[src/rtl/cmp_rr_arbiter.sv]
// ============================================================================
// cmp_rr_arbiter : round-robin arbiter sharing one 8-bit magnitude comparator
// Revision       : 1.0
// ============================================================================
`default_nettype none

module comparator_8bit (
  input  logic [7:0] a,
  input  logic [7:0] b,
  output logic       less,
  output logic       equal,
  output logic       great
);

  assign less  = (a <  b);
  assign equal = (a == b);
  assign great = (a >  b);

endmodule

module cmp_rr_arbiter #(
  parameter int NREQ = 4,
  parameter int ID_W = 2
) (
  input  logic              clk,
  input  logic              rst_n,
  input  logic [NREQ-1:0]   req,
  input  logic [8*NREQ-1:0] a_bus,
  input  logic [8*NREQ-1:0] b_bus,
  output logic [NREQ-1:0]   gnt,
  output logic              busy,
  output logic              rsp_valid,
  input  logic              rsp_ready,
  output logic [ID_W-1:0]   rsp_id,
  output logic              rsp_less,
  output logic              rsp_equal,
  output logic              rsp_great
);

  localparam logic [1:0] IDLE = 2'd0;
  localparam logic [1:0] CMP  = 2'd1;
  localparam logic [1:0] RESP = 2'd2;

  logic [1:0]      r_state;
  logic [ID_W-1:0] r_last;
  logic [7:0]      r_op_a;
  logic [7:0]      r_op_b;
  logic            r_valid;
  logic [ID_W-1:0] r_id;
  logic            r_less;
  logic            r_equal;
  logic            r_great;

  logic [NREQ-1:0] w_gnt;
  logic [ID_W-1:0] w_gnt_idx;
  logic            w_found;
  logic            w_less;
  logic            w_equal;
  logic            w_great;

  // Two passes: indices above the last winner first, then wrap to the rest.
  always_comb begin
    w_gnt     = '0;
    w_gnt_idx = '0;
    w_found   = 1'b0;
    if (r_state == IDLE) begin
      for (int i = 0; i < NREQ; i++) begin
        if (!w_found && req[i] && (ID_W'(i) > r_last)) begin
          w_gnt[i]  = 1'b1;
          w_gnt_idx = ID_W'(i);
          w_found   = 1'b1;
        end
      end
      for (int i = 0; i < NREQ; i++) begin
        if (!w_found && req[i] && (ID_W'(i) <= r_last)) begin
          w_gnt[i]  = 1'b1;
          w_gnt_idx = ID_W'(i);
          w_found   = 1'b1;
        end
      end
    end
  end

  comparator_8bit u_cmp (
    .a     (r_op_a),
    .b     (r_op_b),
    .less  (w_less),
    .equal (w_equal),
    .great (w_great)
  );

  always_ff @(posedge clk or negedge rst_n) begin
    if (!rst_n) begin
      r_state <= IDLE;
      r_last  <= ID_W'(NREQ - 1);
      r_op_a  <= '0;
      r_op_b  <= '0;
      r_valid <= 1'b0;
      r_id    <= '0;
      r_less  <= 1'b0;
      r_equal <= 1'b0;
      r_great <= 1'b0;
    end else begin
      case (r_state)
        IDLE: begin
          if (w_found) begin
            r_op_a  <= a_bus[8*w_gnt_idx +: 8];
            r_op_b  <= b_bus[8*w_gnt_idx +: 8];
            r_id    <= w_gnt_idx;
            r_last  <= w_gnt_idx;
            r_state <= CMP;
          end
        end
        CMP: begin
          r_less  <= w_less;
          r_equal <= w_equal;
          r_great <= w_great;
          r_valid <= 1'b1;
          r_state <= RESP;
        end
        RESP: begin
          if (rsp_ready) begin
            r_valid <= 1'b0;
            r_less  <= 1'b0;
            r_equal <= 1'b0;
            r_great <= 1'b0;
            r_state <= IDLE;
          end
        end
        default: r_state <= IDLE;
      endcase
    end
  end

  // Gate with rst_n so the combinational grant also drops the moment reset asserts.
  assign gnt       = rst_n ? w_gnt : '0;
  assign busy      = (r_state != IDLE);
  assign rsp_valid = r_valid;
  assign rsp_id    = r_id;
  assign rsp_less  = r_less;
  assign rsp_equal = r_equal;
  assign rsp_great = r_great;

endmodule

`default_nettype wire

[config.mk]
export PLATFORM = sky130hd
export DESIGN_NAME = cmp_rr_arbiter
export DESIGN_NICKNAME = d
export VERILOG_FILES = /design/src/rtl/cmp_rr_arbiter.sv
export SDC_FILE = /design/constraint.sdc
export NUM_CORES = 1
export LEC_CHECK = 0
export CAP_MARGIN = 0
export CORE_MARGIN = 1
export CORE_UTILIZATION = 35
export DETAILED_ROUTE_END_ITERATION = 12
export GPL_TIMING_DRIVEN = 1
export PLACE_DENSITY = 0.77
export SETUP_SLACK_MARGIN = 0.15
export SYNTH_ARGS = -nofsm -noshare
export SYNTH_HDL_FRONTEND = slang
export SYNTH_SLANG_ARGS = --single-unit
[constraint.sdc]
create_clock -name clk -period 2.3 [get_ports clk]
set_input_delay 0.46 -clock clk [delete_from_list [all_inputs] [get_ports clk]]
set_output_delay 0.46 -clock clk [all_outputs]
set_load 0.02 [all_outputs]
==> After elaboration in Yosys (flattened, before gate mapping) <==
Cells that the tools add are included.
{ "classes": {"order_cmp": 10, "eq_ne": 5, "shift": 2, "muxes": 41, "n_reduce_logical": 28} }
{ "ops": {"columns": ["cell", "count"], "rows": [
  ["variable part select 32 x 6 -> 8 bit", 2],
  ["2-to-1 mux 1 bit", 25],
  ["2-to-1 mux 2 bit", 9],
  ["logical AND 1 bit", 15],
  ["equality test 8 bit", 1],
  ["greater-than comparator 8 bit", 1],
  ["< comparator 8 bit", 1],
  ["2-to-1 mux 4 bit", 2],
  ["one-hot mux 1 bit (2 select lines)", 4],
  ["zero test 1 bit", 7],
  ["one-hot mux 2 bit (3 select lines)", 1],
  ["AND reduction 2 bit", 3],
  ["greater-than comparator 1 x 2 -> 1 bit, first input constant", 2],
  ["greater-than comparator 2 bit, first input constant", 2],
  ["<= comparator 1 x 2 -> 1 bit, first input constant", 2],
  ["<= comparator 2 bit, first input constant", 2],
  ["!= test 2 bit, second input constant", 2],
  ["nonzero test 2 bit", 2],
  ["equality test 2 x 1 -> 1 bit, second input constant", 1],
  ["equality test 2 bit, second input constant", 1],
  ["zero test 2 bit", 1]
]} }
{ "totals": {"register_bits": 26, "inputBits": 71, "word_cells": 95} }

==> Logic depth before layout (Yosys ltp) <==
{ "depth": {"word_depth": 41, "ltp_mapped": 8, "ltp_nobuf": 7} }

==> Cells and area by module <==
A second synthesis with hierarchy kept.
{ "unflattened": {"hier_cells": 214, "area_unflattened_um2": 2083.2} }
{ "by_module_without_submodules": {"columns": ["module", "n_inst", "cells_per_inst", "area_each_um2", "seq_area_each_um2"], "rows": [
  ["cmp_rr_arbiter", 1, 185, 1858.0, 653.1],
  ["comparator_8bit", 1, 29, 225.2, 0.0]
]} }

==> Worst setup path before layout <==
OpenSTA, ideal clock, no wires.
{ "synth_timing": {"kind": "register to output", "start": "reg r_last[1]", "end": "out gnt[0]", "t_arrival_ns": 1.584, "slack_ns": 0.256, "path_stages_with_launch": 6, "n_path_buf": 2, "path_cell_list": "dfstp_2 buf_2 o211ai_1 a21oi_2 buf_2 and2_1"} }
{ "synth_via": {"elab_chain_cells": 25, "word_cells_on_any_way": 29, "cone_classes": "order compare: 5; mux: 11; reduce/logical: 13"} }
{ "synth_rtl": {"columns": ["item", "line_no", "rtl"], "rows": [
  ["start: declaration", "45", "logic [ID_W-1:0] r_last;"],
  ["start signal: assignment", "95", "r_last <= ID_W'(NREQ - 1);"],
  ["start signal: assignment", "110", "r_last <= w_gnt_idx;"],
  ["greater-than comparator 1 x 2 -> 1 bit", "68", "if (!w_found && req[i] && (ID_W'(i) > r_last)) begin"],
  ["logical AND 1 bit", "68", null],
  ["2-to-1 mux 1 bit", "68", null],
  ["2-to-1 mux 1 bit", "66", "if (r_state == IDLE) begin"],
  ["zero test 1 bit", "68", null],
  ["logical AND 1 bit (2 in series)", "68", null],
  ["2-to-1 mux 1 bit", "68", null],
  ["2-to-1 mux 1 bit", "66", null],
  ["(+6 left out)", null, null],
  ["logical AND 1 bit (2 in series)", "68", null],
  ["2-to-1 mux 1 bit", "68", null],
  ["2-to-1 mux 1 bit", "66", null],
  ["zero test 1 bit", "75", "if (!w_found && req[i] && (ID_W'(i) <= r_last)) begin"],
  ["logical AND 1 bit (2 in series)", "75", null],
  ["2-to-1 mux 1 bit *", "75", null],
  ["2-to-1 mux 4 bit *", "66", null],
  ["2-to-1 mux 4 bit *", "136", "assign gnt = rst_n ? w_gnt : '0;"],
  ["end: declaration", "30", "output logic [NREQ-1:0] gnt,"]
]} }
Mark *: on every way between the ends. The rest lies on a longest branch, timed or not. The select of a mux whose other input is x is not followed.

==> Worst setup path after layout <==
{ "layout_timing": {"start": "in rst_n", "end": "out gnt[2]"} }
{ "layout_via": {"elab_chain_cells": 1} }
{ "layout_rtl": {"columns": ["item", "line_no", "rtl"], "rows": [
  ["start: declaration", "26", "input logic rst_n,"],
  ["2-to-1 mux 4 bit", "136", null]
]} }
No other way between the ends.

==> metrics.txt <==
outcome finished, final reports clean; area delta synth->final 61.9%; post-synthesis cell type count 40; drt pass-1 iters 4; fraction of registers with async set/reset 100%; maxcap violations 0; initial antenna violation count 0; Leak 1.39 nW; Post-synth EDFFs 0; CP Data Arrival Time 1680 ps; clk root buf clkbuf_8; final clock period utilization by the worst path 93.0%; hpwl dp 3990 um; H-Tree Depth 1; Core ar. 0.00482 mm2; clock-pin transition on the worst setup and hold timing paths roughly 90 ps; latest clock arrival within the worst-skew pair 260 ps; met2 Use GR 35.7%; drt drc 0; largest net degree at the start of global routing 27; Non-Filler Instances 376; Final ANT Viol Nets 0; final WL 5320 um; Total Nets Final 389; RePlAce Congestion 0.861; # diodes 0; Fin. Hold Viols 0; share of post-route cells with drive strength above 1 15.2%; Max transition margin ~75%; min-delay worst type flip-flop to flip-flop; slowest CP cell clkdlybuf4s50_1; DR WL/cell 14.2 um; clock sink total 26; Global Route Usage Sum 21.0%; max incr delay on CP 540 ps; drt via density 5.14; met3 Use GR about 3.4%; gr busiest metal met2; Worst VDD drop roughly 0.00045 V; Post-Syn Area per Cell 8.69 um2; first-pass GRT wire length a little under 9000 um; CTS Buf Count 3; Primary FF master, synth dfrtp_1; die width between 70 and 80 um; Cell Area, Synth 0.00180 mm2; via count 1934; post-route worst setup slack between 150 and 200 ps; Top Ports 82; skew final 2.96 ps; fmax 467 MHz; number of port buffers 81; Slew @ Worst Pin 368 ps; Seq/Total Area, Yosys 36.3%; Max clock buf depth 2; Seq cells post-synth 26; delay-heaviest family, CP buffers and inverters; vias in the first global route 1964; Die ar. between 0.005 and 0.006 mm2; worst path cell trace clkdlybuf4s50_1 > and2_1 > and4_1 > clkdlybuf4s15_2; synth warn 0; Syn Nets between 200 and 300; RSZ-0062 raised after global routing yes; Min Clock Period, post-route 2140 ps; CTS tree done; Die H 73.7 um; Setup crit end kind output pin; Remaining Overflow, GRT 0; met1 Use GR 28.6%; crit start category input pin; # rows 25; P per Cell Area 1120 mW/mm2; initial core utilization 37.3%; Setup CP Type input pin to output pin; Final Slew Violations 0; 1st-iter DRT viols 93; Setup-failing EPs final 0; Worst Path Required roughly 1800 ps; pre-CTS setup slack -354 ps; post-synthesis cell count slightly above 200; crit path max fanout 3; DP Cell Count 369; CP Buf/Inv Count 2
through the flow:
stage	TNS, ps	hold WS [ps]	utilization, %	cell area, um2	total power [W]
CTS	0	487	59.8	2880	0.00323
global placement	-2540	464	58.7	2830	0.00287
global route	0	514	60.4	2910	0.00352
floorplan	0	164	-	1800	0.00215
finish	0	484	60.4	2910	0.00326
detailed placement	-2810	466	58.7	2830	0.00291
Yosys cell counts, types with 3 or more instances:
master	n	area (um2)
inv_1	12	45.0
nand2b_1	3	18.8
nor2_1	5	18.8
o22ai_1	3	18.8
o21ai_0	3	15.0
nor2b_1	4	25.0
nand2_1	48	180
a211o_1	16	140
ha_1	8	100
dfrtp_1	24	601
a21oi_1	24	120
buf_2	5	25.0
a22o_1	16	140
power by group:
part | switching, W | internal [W] | total (W)
clock | 0.000137 | 0.000153 | 0.000290
combinational | 0.00103 | 0.00107 | 0.00211
sequential | 0.000156 | 0.000704 | 0.000859
what timing repair did:
item / 4_1_cts / 5_1_grt
gates resized for setup: 16 / 5
cloned: 0 / 0
hold buffers: 0 / 0
endpoints found under the setup margin: 4 / 22
buffers inserted: 0 / 3
pin swaps: 1 / 0
flip-flops by register name, summed over array words and instances (netlist names):
| name | flops |
|---|---|
| r_op_a | 8 |
| r_op_b | 8 |
| r_last | 2 |
| r_state | 2 |
| rsp_id | 2 |
| rsp_equal | 1 |
| rsp_great | 1 |
| rsp_less | 1 |
| rsp_valid | 1 |
tightest hold or removal path: stages (launching register included):
cell	delay [ps]
dfrtp_1	350
nand2_1	50
nand2_1	50
cell usage in the layout (no fill, tap or decap), types with 2 or more instances in the layout:
| cell | count |
|---|---|
| buf_12 | 2 |
| nand4_1 | 2 |
| dfrtp_1 | 24 |
| and2_1 | 2 |
| a211o_1 | 16 |
| inv_1 | 12 |
| nand2b_1 | 3 |
| and3_1 | 2 |
| o21ai_1 | 2 |
| a22o_1 | 16 |
| nand3_1 | 2 |
| dlymetal6s2s_1 | 3 |
| ha_1 | 8 |
| dlygate4sd2_1 | 2 |
| a21oi_1 | 24 |
| clkbuf_8 | 4 |
| o21ai_0 | 3 |
| dfstp_2 | 2 |
| clkdlybuf4s50_1 | 72 |
| o211ai_1 | 2 |
| nor2b_1 | 4 |
| buf_2 | 2 |
| o22ai_1 | 3 |
| buf_4 | 23 |
| nand2_1 | 48 |
| nor2_1 | 5 |
| clkdlybuf4s15_2 | 2 |
logic make-up after synthesis:
kind of cell	count (synthesis)	share of synthesized area (%)
compound gates	76	32.3
fa+ha+maj	8	5.57
buf+inv	21	5.98
flops	26	36.3
simple gates	76	19.8
routing by layer:
layer  vias to the layer above  wire length, um
li1                        959                -
met1                       893             2440
met2                        78             2520
met3                         4              335
met4                         0               22
met5                         -                0
worst paths after layout:
kind	startpoint	slack, ps	depth (start not counted)	to
min in group asynchronous	rst_n	770	3	rsp_great
max	rst_n	160	4	gnt[2]
min reg2reg	rsp_id[1]	480	2	rsp_id[1]
min	rsp_id[1]	480	2	rsp_id[1]
max in group asynchronous	rst_n	1240	3	r_last[1]
max reg2reg	r_op_a[1]	380	7	rsp_less
area by class of cell:
type | instances | area (um2)
Clock buffer | 4 | 55.1
Inverter | 12 | 45.0
Fill cell | 444 | 1910
Multi-Input combinational cell | 160 | 1040
Sequential cell | 26 | 653
Timing Repair Buffer | 107 | 1040
Tap cell | 67 | 83.8
(Power assumes the default switching activity.)
